**config.mk**
```make
export PLATFORM = sky130hd
export DESIGN_NAME = guess_compare_fsm
export DESIGN_NICKNAME = d
export VERILOG_FILES = /design/src/rtl/guess_compare_fsm.sv
export SDC_FILE = /design/constraint.sdc
export NUM_CORES = 1
export LEC_CHECK = 0
export ABC_CLOCK_PERIOD_IN_PS = 1350
export CAP_MARGIN = 20
export CORE_MARGIN = 2
export CORE_UTILIZATION = 37
export DETAILED_ROUTE_END_ITERATION = 8
export HOLD_SLACK_MARGIN = 0.15
export PLACE_DENSITY = 0.7
export SETUP_SLACK_MARGIN = 0.5
export SYNTH_ARGS = -nofsm -noshare
export SYNTH_HDL_FRONTEND = slang
export SYNTH_SLANG_ARGS = --single-unit
```
**constraint.sdc**
```tcl
create_clock -name clk -period 1.35 [get_ports clk]
set_input_delay 0.135 -clock clk [delete_from_list [all_inputs] [get_ports clk]]
set_output_delay 0.135 -clock clk [all_outputs]
set_load 0.01 [all_outputs]
```
**src/rtl/guess_compare_fsm.sv**
```systemverilog
// Number-guessing game controller: latches target/guess, drives the comparator, registers hints/win/lose.
// Optional attempt limit enabled by defining GUESS_LIMIT_EN.
module guess_compare_fsm #(
    parameter int unsigned MAX_TRIES = 7
) (
    input  logic       clk,
    input  logic       reset,
    input  logic [3:0] target,
    input  logic [3:0] guess,
    input  logic       load,
    input  logic       submit,
    input  logic       cmp_e,
    input  logic       cmp_x,
    input  logic       cmp_y,
    output logic [3:0] cmp_a,
    output logic [3:0] cmp_b,
    output logic       too_low,
    output logic       too_high,
    output logic       win,
    output logic       lose,
    output logic [3:0] tries,
    output logic       playing
);

    localparam logic [2:0] S_IDLE = 3'd0;
    localparam logic [2:0] S_PLAY = 3'd1;
    localparam logic [2:0] S_CMP  = 3'd2;
    localparam logic [2:0] S_WIN  = 3'd3;
`ifdef GUESS_LIMIT_EN
    localparam logic [2:0] S_LOSE = 3'd4;
`endif

    if (MAX_TRIES < 1 || MAX_TRIES > 15) begin : g_bad_max_tries
        $error("guess_compare_fsm: MAX_TRIES must be in 1..15");
    end

    logic [2:0] state;
    logic [3:0] target_q;
    logic [3:0] guess_q;
    logic       submit_d;
    logic       sub_rise;

    assign sub_rise = submit & ~submit_d;

    always_ff @(posedge clk or posedge reset) begin
        if (reset) begin
            state    <= S_IDLE;
            target_q <= '0;
            guess_q  <= '0;
            tries    <= '0;
            too_low  <= 1'b0;
            too_high <= 1'b0;
            submit_d <= 1'b0;
        end else begin
            submit_d <= submit;
            if (load) begin
                target_q <= target;
                tries    <= '0;
                too_low  <= 1'b0;
                too_high <= 1'b0;
                state    <= S_PLAY;
            end else begin
                case (state)
                    S_PLAY: begin
                        if (sub_rise) begin
                            guess_q <= guess;
                            if (tries != 4'd15) begin
                                tries <= tries + 4'd1;
                            end
                            state <= S_CMP;
                        end
                    end
                    // Comparator flags are combinational on cmp_a/cmp_b, so they are valid here.
                    S_CMP: begin
                        too_low  <= cmp_y;
                        too_high <= cmp_x;
                        if (cmp_e) begin
                            state <= S_WIN;
`ifdef GUESS_LIMIT_EN
                        end else if (tries == 4'(MAX_TRIES)) begin
                            state <= S_LOSE;
`endif
                        end else begin
                            state <= S_PLAY;
                        end
                    end
                    default: ;
                endcase
            end
        end
    end

    assign cmp_a   = guess_q;
    assign cmp_b   = target_q;
    assign win     = (state == S_WIN);
    assign playing = (state == S_PLAY) || (state == S_CMP);
`ifdef GUESS_LIMIT_EN
    assign lose    = (state == S_LOSE);
`else
    assign lose    = 1'b0;
`endif

endmodule

```
==> results of run 1 <==
synthesized netlist by cell type:
| master | count | area, um^2 |
|---|---|---|
| or2_2 | 1 | 6.26 |
| a311oi_1 | 1 | 8.76 |
| xnor2_1 | 3 | 26.3 |
| buf_2 | 1 | 5.00 |
| mux2i_1 | 3 | 30.0 |
| a21oi_1 | 2 | 10.0 |
| conb_1 | 1 | 3.75 |
| a31oi_1 | 1 | 6.26 |
| a311oi_2 | 1 | 15.0 |
| buf_4 | 1 | 7.51 |
| clkbuf_1 | 1 | 3.75 |
| ha_1 | 4 | 50.1 |
| nand3b_4 | 1 | 20.0 |
| nor2_1 | 8 | 30.0 |
| o21ai_0 | 1 | 5.00 |
| mux2_2 | 8 | 90.1 |
| dfrtp_1 | 17 | 425 |
| o21bai_1 | 1 | 7.51 |
| inv_1 | 7 | 26.3 |
| a211oi_1 | 1 | 7.51 |
| nand3_1 | 1 | 5.00 |
path summary, 6_finish.rpt:
path	from	endpoint	slack [ns]	cells after the start
max	state[1]	cmp_a[1]	-0.12	5
min	reset	cmp_a[0]	0.14	3
max reg2reg	state[1]	cmp_a[1]	-0.12	5
min reg2reg	cmp_b[3]	cmp_b[3]	0.51	1
max in group asynchronous	reset	tries[3]	1.01	3
min in group clk	load	too_high	0.35	4
state kept, by name, summed over array words and instances, names as in the netlist:
| name | count |
|---|---|
| submit_d | 1 |
| cmp_b | 4 |
| cmp_a | 4 |
| state | 2 |
| too_high | 1 |
| too_low | 1 |
| tries | 4 |
final cells by class:
type                            instances  area (um^2)  area share, %
Timing Repair Buffer                   52          430           31.7
Multi-Input combinational cell         38          410           30.2
Inverter                                7         28.8           2.12
Sequential cell                        17          429           31.6
Clock buffer                            4         26.3           1.93
Tap cell                               27         33.8           2.49
kinds of logic (layout without fill, tap and decap cells):
logic type,after synthesis,in the layout
buffers and inverters,10,63
other,1,1
and+or+nand+nor,11,11
DFF,17,17
muxes,11,11
adders and majority gates,4,4
AOI/OAI and AO/OA,8,8
xor gates and xnor gates,3,3
worst max-delay path, delay by kind of cell (launching register included):
kind                       cells  cell delay, ns
muxes                          1            0.32
buffers and inverters          1            0.09
and+or+nand+nor                2            0.32
adders and majority gates      1            0.15
DFF                            1            0.48
through the flow:
stage	instance area [um^2]	hold slack [ns]	util [%]	setup slack, ns	setup TNS (ns)
global route	1360	0.168	68.6	-0.185	-1.62
global placement	1200	0.461	60.8	-0.107	-0.663
finish	1360	0.140	68.6	-0.115	-0.598
detailed placement	1200	0.469	60.8	-0.124	-0.889
floorplan	837	0.0611	-	0.0269	0
CTS	1300	0.150	65.6	-0.0867	-0.552
routing by layer:
layer  track usage [%]  routed length [um]  up-vias  part of all wire, %
met1              20.4                 782      322                   41
li1                  -                   -      323                    -
met3              5.65                 135        2                  7.0
met4              5.56                   5        0                 0.26
met2              28.1                 993       23                   52
met5                 0                   0        -                    0
power by group:
group,switching [mW],leakage [nW],internal [mW]
Clock,0.165,0.0150,0.115
Sequential,0.0467,0.207,0.578
Combinational,0.202,0.414,0.324
repair_timing:
action                     4_1_cts  5_1_grt
buffers inserted                11        3
setup endpoints to repair       32       28
resized for setup               81        7
pin swaps                        3        1
hold endpoints to repair         5        0
==> reports/qor.yml, run 1 <==
power_per_cell_area_nw_per_um2: 1050
worst-path-max-fanout: 5
numClockSinks: 17
placed_cells: 127
netlist_area_um2: 790
core-area_um2: 1980
drv_slew: 0
num_io_pins: 32
synthMuxAreaShare_pct: 15.2
antenna_found_initial: 0
n_fill_cell: 158
initial_core_util_pct: 39.8
clockBufferDepth: 2
avgSynthCellArea_um2: 12.1
timing.final.crit_share_pct: 109
crit_required_ns: 1.53
cts_tree: "done"
fp-row-count: 16
hold_viol_final: 0
drc_errors: 0
clock_skew_ns: 0.00564
layout.cells.non_filler: 145
syn_to_final_growth_pct: 72.1
final_cell_mix: "buf_4 (18), dfrtp_1 (14), clkdlybuf4s50_1 (13)"
power.total_mw: 1.43
wl_um: 1920
worst_slack_ns: -0.115
insertion_delay_ns: 0.29
power_leakage_nw: 0.636
final-setup-viol-count: 10
grt_max_degree: 18
path_cells: "inv_2 > ha_4 > nand3b_4 > nor2_4 > mux2_4"
ant_nets: 0
hp-class: "input pin to asynchronous set/reset pin"
synth-adder-area-share_pct: 6.34
grt_overflow: 0
die_x_um: 50.2
globalplace.congestion: 0.681
outcome: "finished, violations left"
cp_slowest_cell: "dfrtp_2"
grt.total_usage_pct: 16.9
num_antenna_cells: 0
synth_warnings: 0
numCtsBuffers: 3
yosysSeqAreaShare_pct: 53.9
grt_pass1_wl_um: 3170
critical_path.max_stage_delay_ns: 0.48
viasPerCell: 4.62
yosys_register_bits: 17
grt_pass1_vias: 710
synth_cell_type_count: 21
drv_cap: 0
crit_type: "register to register"
io_buffers: 30
synthXorXnorAreaFrac_pct: 3.33
die_h_um: 50.2
syn-num-nets: 84
yosys.area_share.simple_pct: 7.77
drive_gt1_share_pct: 55.9
nets: 138
violations: "negative setup slack"
cts.clk_slew.worst_paths_ns: 0.11
fmaxAchievable_mhz: 683
end_kind: "register"
htreeDepth: 1
syn_inst: 65
die_area_um2: 2520
synth-compound-area-share_pct: 7.61
vias: 670
startpoint_type: "register"
drt-wirelength-per-cell_um: 13.2
ir_drop_uv: 651
rsz0062_at_grt: "true"
period_needed_ns: 1.47
cts-root-buf: "clkbuf_4"
drt-initial-drc-count: 9
final_common_cell: "buf_4"
synth_top_family_by_area: "multiplexers"
firstDrtPassIters: 4
place_hpwl_um: 1210
crit_arrival_ns: 1.64
(Power assumes the default switching activity.)
==> run 2: changes to the inputs <==
--- a/config.mk
+++ b/config.mk
@@ -10,6 +10,7 @@
 export CORE_MARGIN = 2
 export CORE_UTILIZATION = 37
 export DETAILED_ROUTE_END_ITERATION = 8
+export GPL_ROUTABILITY_DRIVEN = 0
 export HOLD_SLACK_MARGIN = 0.15
 export PLACE_DENSITY = 0.7
 export SETUP_SLACK_MARGIN = 0.5
==> results of run 2 <==
Same layout as run 1: the final DEF is identical, and so are final timing and power.
==> run 3: changes to the inputs <==
--- a/config.mk
+++ b/config.mk
@@ -6,13 +6,13 @@
 export NUM_CORES = 1
 export LEC_CHECK = 0
 export ABC_CLOCK_PERIOD_IN_PS = 1350
-export CAP_MARGIN = 20
-export CORE_MARGIN = 2
-export CORE_UTILIZATION = 37
+export CAP_MARGIN = 40
+export CORE_UTILIZATION = 39
+export CTS_BUF_LIST = sky130_fd_sc_hd__clkbuf_8
 export DETAILED_ROUTE_END_ITERATION = 8
 export GPL_ROUTABILITY_DRIVEN = 0
 export HOLD_SLACK_MARGIN = 0.15
-export PLACE_DENSITY = 0.7
+export PLACE_DENSITY = 0.73
 export SETUP_SLACK_MARGIN = 0.5
 export SYNTH_ARGS = -nofsm -noshare
 export SYNTH_HDL_FRONTEND = slang
==> run 3 against run 2 <==
  * The flow still finishes with violations (negative setup slack)
  * Clock power is 31% higher
  * Cell count is 1.4% lower
  * Sequential share of layout area is 0.21 points lower
  * Cell area is 0.37% higher
  * Total power is 6.8% higher
  * Maximum frequency is 0.34% lower
  * Utilization is 7.1 points higher
  * Hold slack better by 0.056 ns
  * Sequential cell count stayed put
  * Critical path type unchanged
  * Largest power group unchanged
==> reports/qor.yml, run 3 (same netlist as run 1, synthesis figures left out) <==
outcome: "finished, violations left"
violations: "negative setup slack"
wl_um: 1940  # +1.5%
antenna_found_initial: 0  # unchanged
num_io_pins: 32  # unchanged
hold_viol_final: 0  # unchanged
startpoint_type: "register"
initial_core_util_pct: 43.8  # +4.0 points
rsz0062_at_grt: "true"
cp_slowest_cell: "dfrtp_1"
num_antenna_cells: 0  # unchanged
nets: 138  # unchanged
power_leakage_nw: 0.652  # +2.4%
grt_pass1_wl_um: 3000  # -5.5%
drt-initial-drc-count: 1  # -8
ant_nets: 0  # unchanged
firstDrtPassIters: 3  # -1
die_h_um: 47.0  # -6.4%
crit_required_ns: 1.48  # -0.05 ns
timing.final.crit_share_pct: 109  # +0.37 points
core-area_um2: 1800  # -9.1%
fmaxAchievable_mhz: 680  # -0.34%
power_per_cell_area_nw_per_um2: 1120  # +6.4%
end_kind: "register"
htreeDepth: 1  # unchanged
worst-path-max-fanout: 5  # unchanged
drv_slew: 0  # unchanged
ir_drop_uv: 753  # +16%
die_area_um2: 2210  # -12%
syn_to_final_growth_pct: 72.7
numCtsBuffers: 3  # unchanged
period_needed_ns: 1.47  # +0.00503 ns
crit_arrival_ns: 1.60  # -0.04 ns
power.total_mw: 1.53  # +6.8%
worst_slack_ns: -0.120  # -0.00503 ns
drive_gt1_share_pct: 55.9  # unchanged
hp-class: "input pin to asynchronous set/reset pin"
clockBufferDepth: 2  # unchanged
crit_type: "register to register"
final_common_cell: "buf_4"
cts-root-buf: "clkbuf_8"
finalHoldWorstSlack_ns: 0.196  # +0.0564 ns
drc_errors: 0  # unchanged
insertion_delay_ns: 0.25  # -0.04 ns
grt_overflow: 0  # unchanged
drt-wirelength-per-cell_um: 13.6  # +2.9%
grt_max_degree: 18  # unchanged
io_buffers: 30  # unchanged
n_fill_cell: 134  # -15%
clock_skew_ns: 0.00164  # -0.00400 ns
grt_pass1_vias: 688  # -3.1%
cts_tree: "done"
viasPerCell: 4.74  # +2.6%
place_hpwl_um: 1300  # +8.2%
numClockSinks: 17  # unchanged
path_cells: "buf_6 > buf_6 > ha_4 > nand3b_4 > nor2_4 > mux2_4"
fp-row-count: 15  # -1
drv_cap: 0  # unchanged
final-setup-viol-count: 10  # unchanged
die_x_um: 47.0  # -6.4%
final_cell_mix: "buf_4 (16), dfrtp_1 (15), clkdlybuf4s50_1 (13)"
crit_top_cell: "buf_6"
critical_path.max_stage_delay_ns: 0.37  # -0.11 ns
finalSetupTns_ns: -0.871  # -0.272 ns
grt.total_usage_pct: 20.5  # +3.6 points
cts.clk_slew.worst_paths_ns: 0.06  # -0.05 ns
vias: 678  # +1.2%
==> run 3: changes by cell type in the layout (fill, tap and decap cells not counted), sizes merged <==
cell | before | now
inv | 7 | 8
clkbuf | 4 | 3
==> run 3: critical path, delay by kind of cell, from the launching register on <==
kind,cells,cell delay (ns)
adders and majority gates,1,0.14
buffers and inverters,2,0.19
DFF,1,0.37
muxes,1,0.32
and+or+nand+nor,2,0.34
==> run 3: worst paths after layout <==
check                           startpoint  endpoint  slack [ns]  cells after the start
worst max register to register    state[0]  cmp_a[0]       -0.12                      6
worst max-delay path              state[0]  cmp_a[0]       -0.12                      6
worst min-delay path                 reset  cmp_b[3]        0.20                      3
min in group clk                    submit  submit_d        0.44                      1
max in group asynchronous            reset  tries[3]        0.95                      3
worst min register to register    cmp_b[2]  cmp_b[2]        0.50                      1
==> run 3: per-layer routing <==
metal | global-route usage (%) | routed length [um] | up-vias
met4 | 10.3 | 21 | 0
met2 | 36.7 | 1090 | 16
met5 | 0 | 0 | -
met1 | 23.5 | 777 | 338
li1 | - | - | 322
met3 | 3.46 | 56 | 2
==> run 3: repair_timing <==
action,in CTS,in global routing
gates cloned,0,0
buffers inserted,11,1
endpoints found under the setup margin,32,28
hold buffers,0,0
resized for setup,83,4
pin swaps,5,4
==> run 3: metrics by stage <==
stage               util, %  std cells  worst slack (ns)  instance area, um^2
detailed placement     67.6        127            -0.130                 1220
CTS                    74.3        142            -0.113                 1340
global route           75.7        143            -0.155                 1360
finish                 75.7        143            -0.120                 1360
global placement       67.6        127           -0.0874                 1220
floorplan                 -         65            0.0269                  837
==> run 3: report_power, final <==
part	total [mW]	switching (mW)	internal (mW)
Combinational	0.538	0.208	0.330
Sequential	0.623	0.0449	0.579
Clock	0.366	0.165	0.201
==> run 3: area by class of cell <==
class	instances	area [um^2]	share of cell area, %
flip-flops and latches	17	428	31.4
clock buffers	3	41.3	3.03
well taps	25	31.3	2.29
inverters	7	26.3	1.93
repair buffers	52	432	31.7
multi-input cells	38	402	29.4
clock inverters	1	3.75	0.275
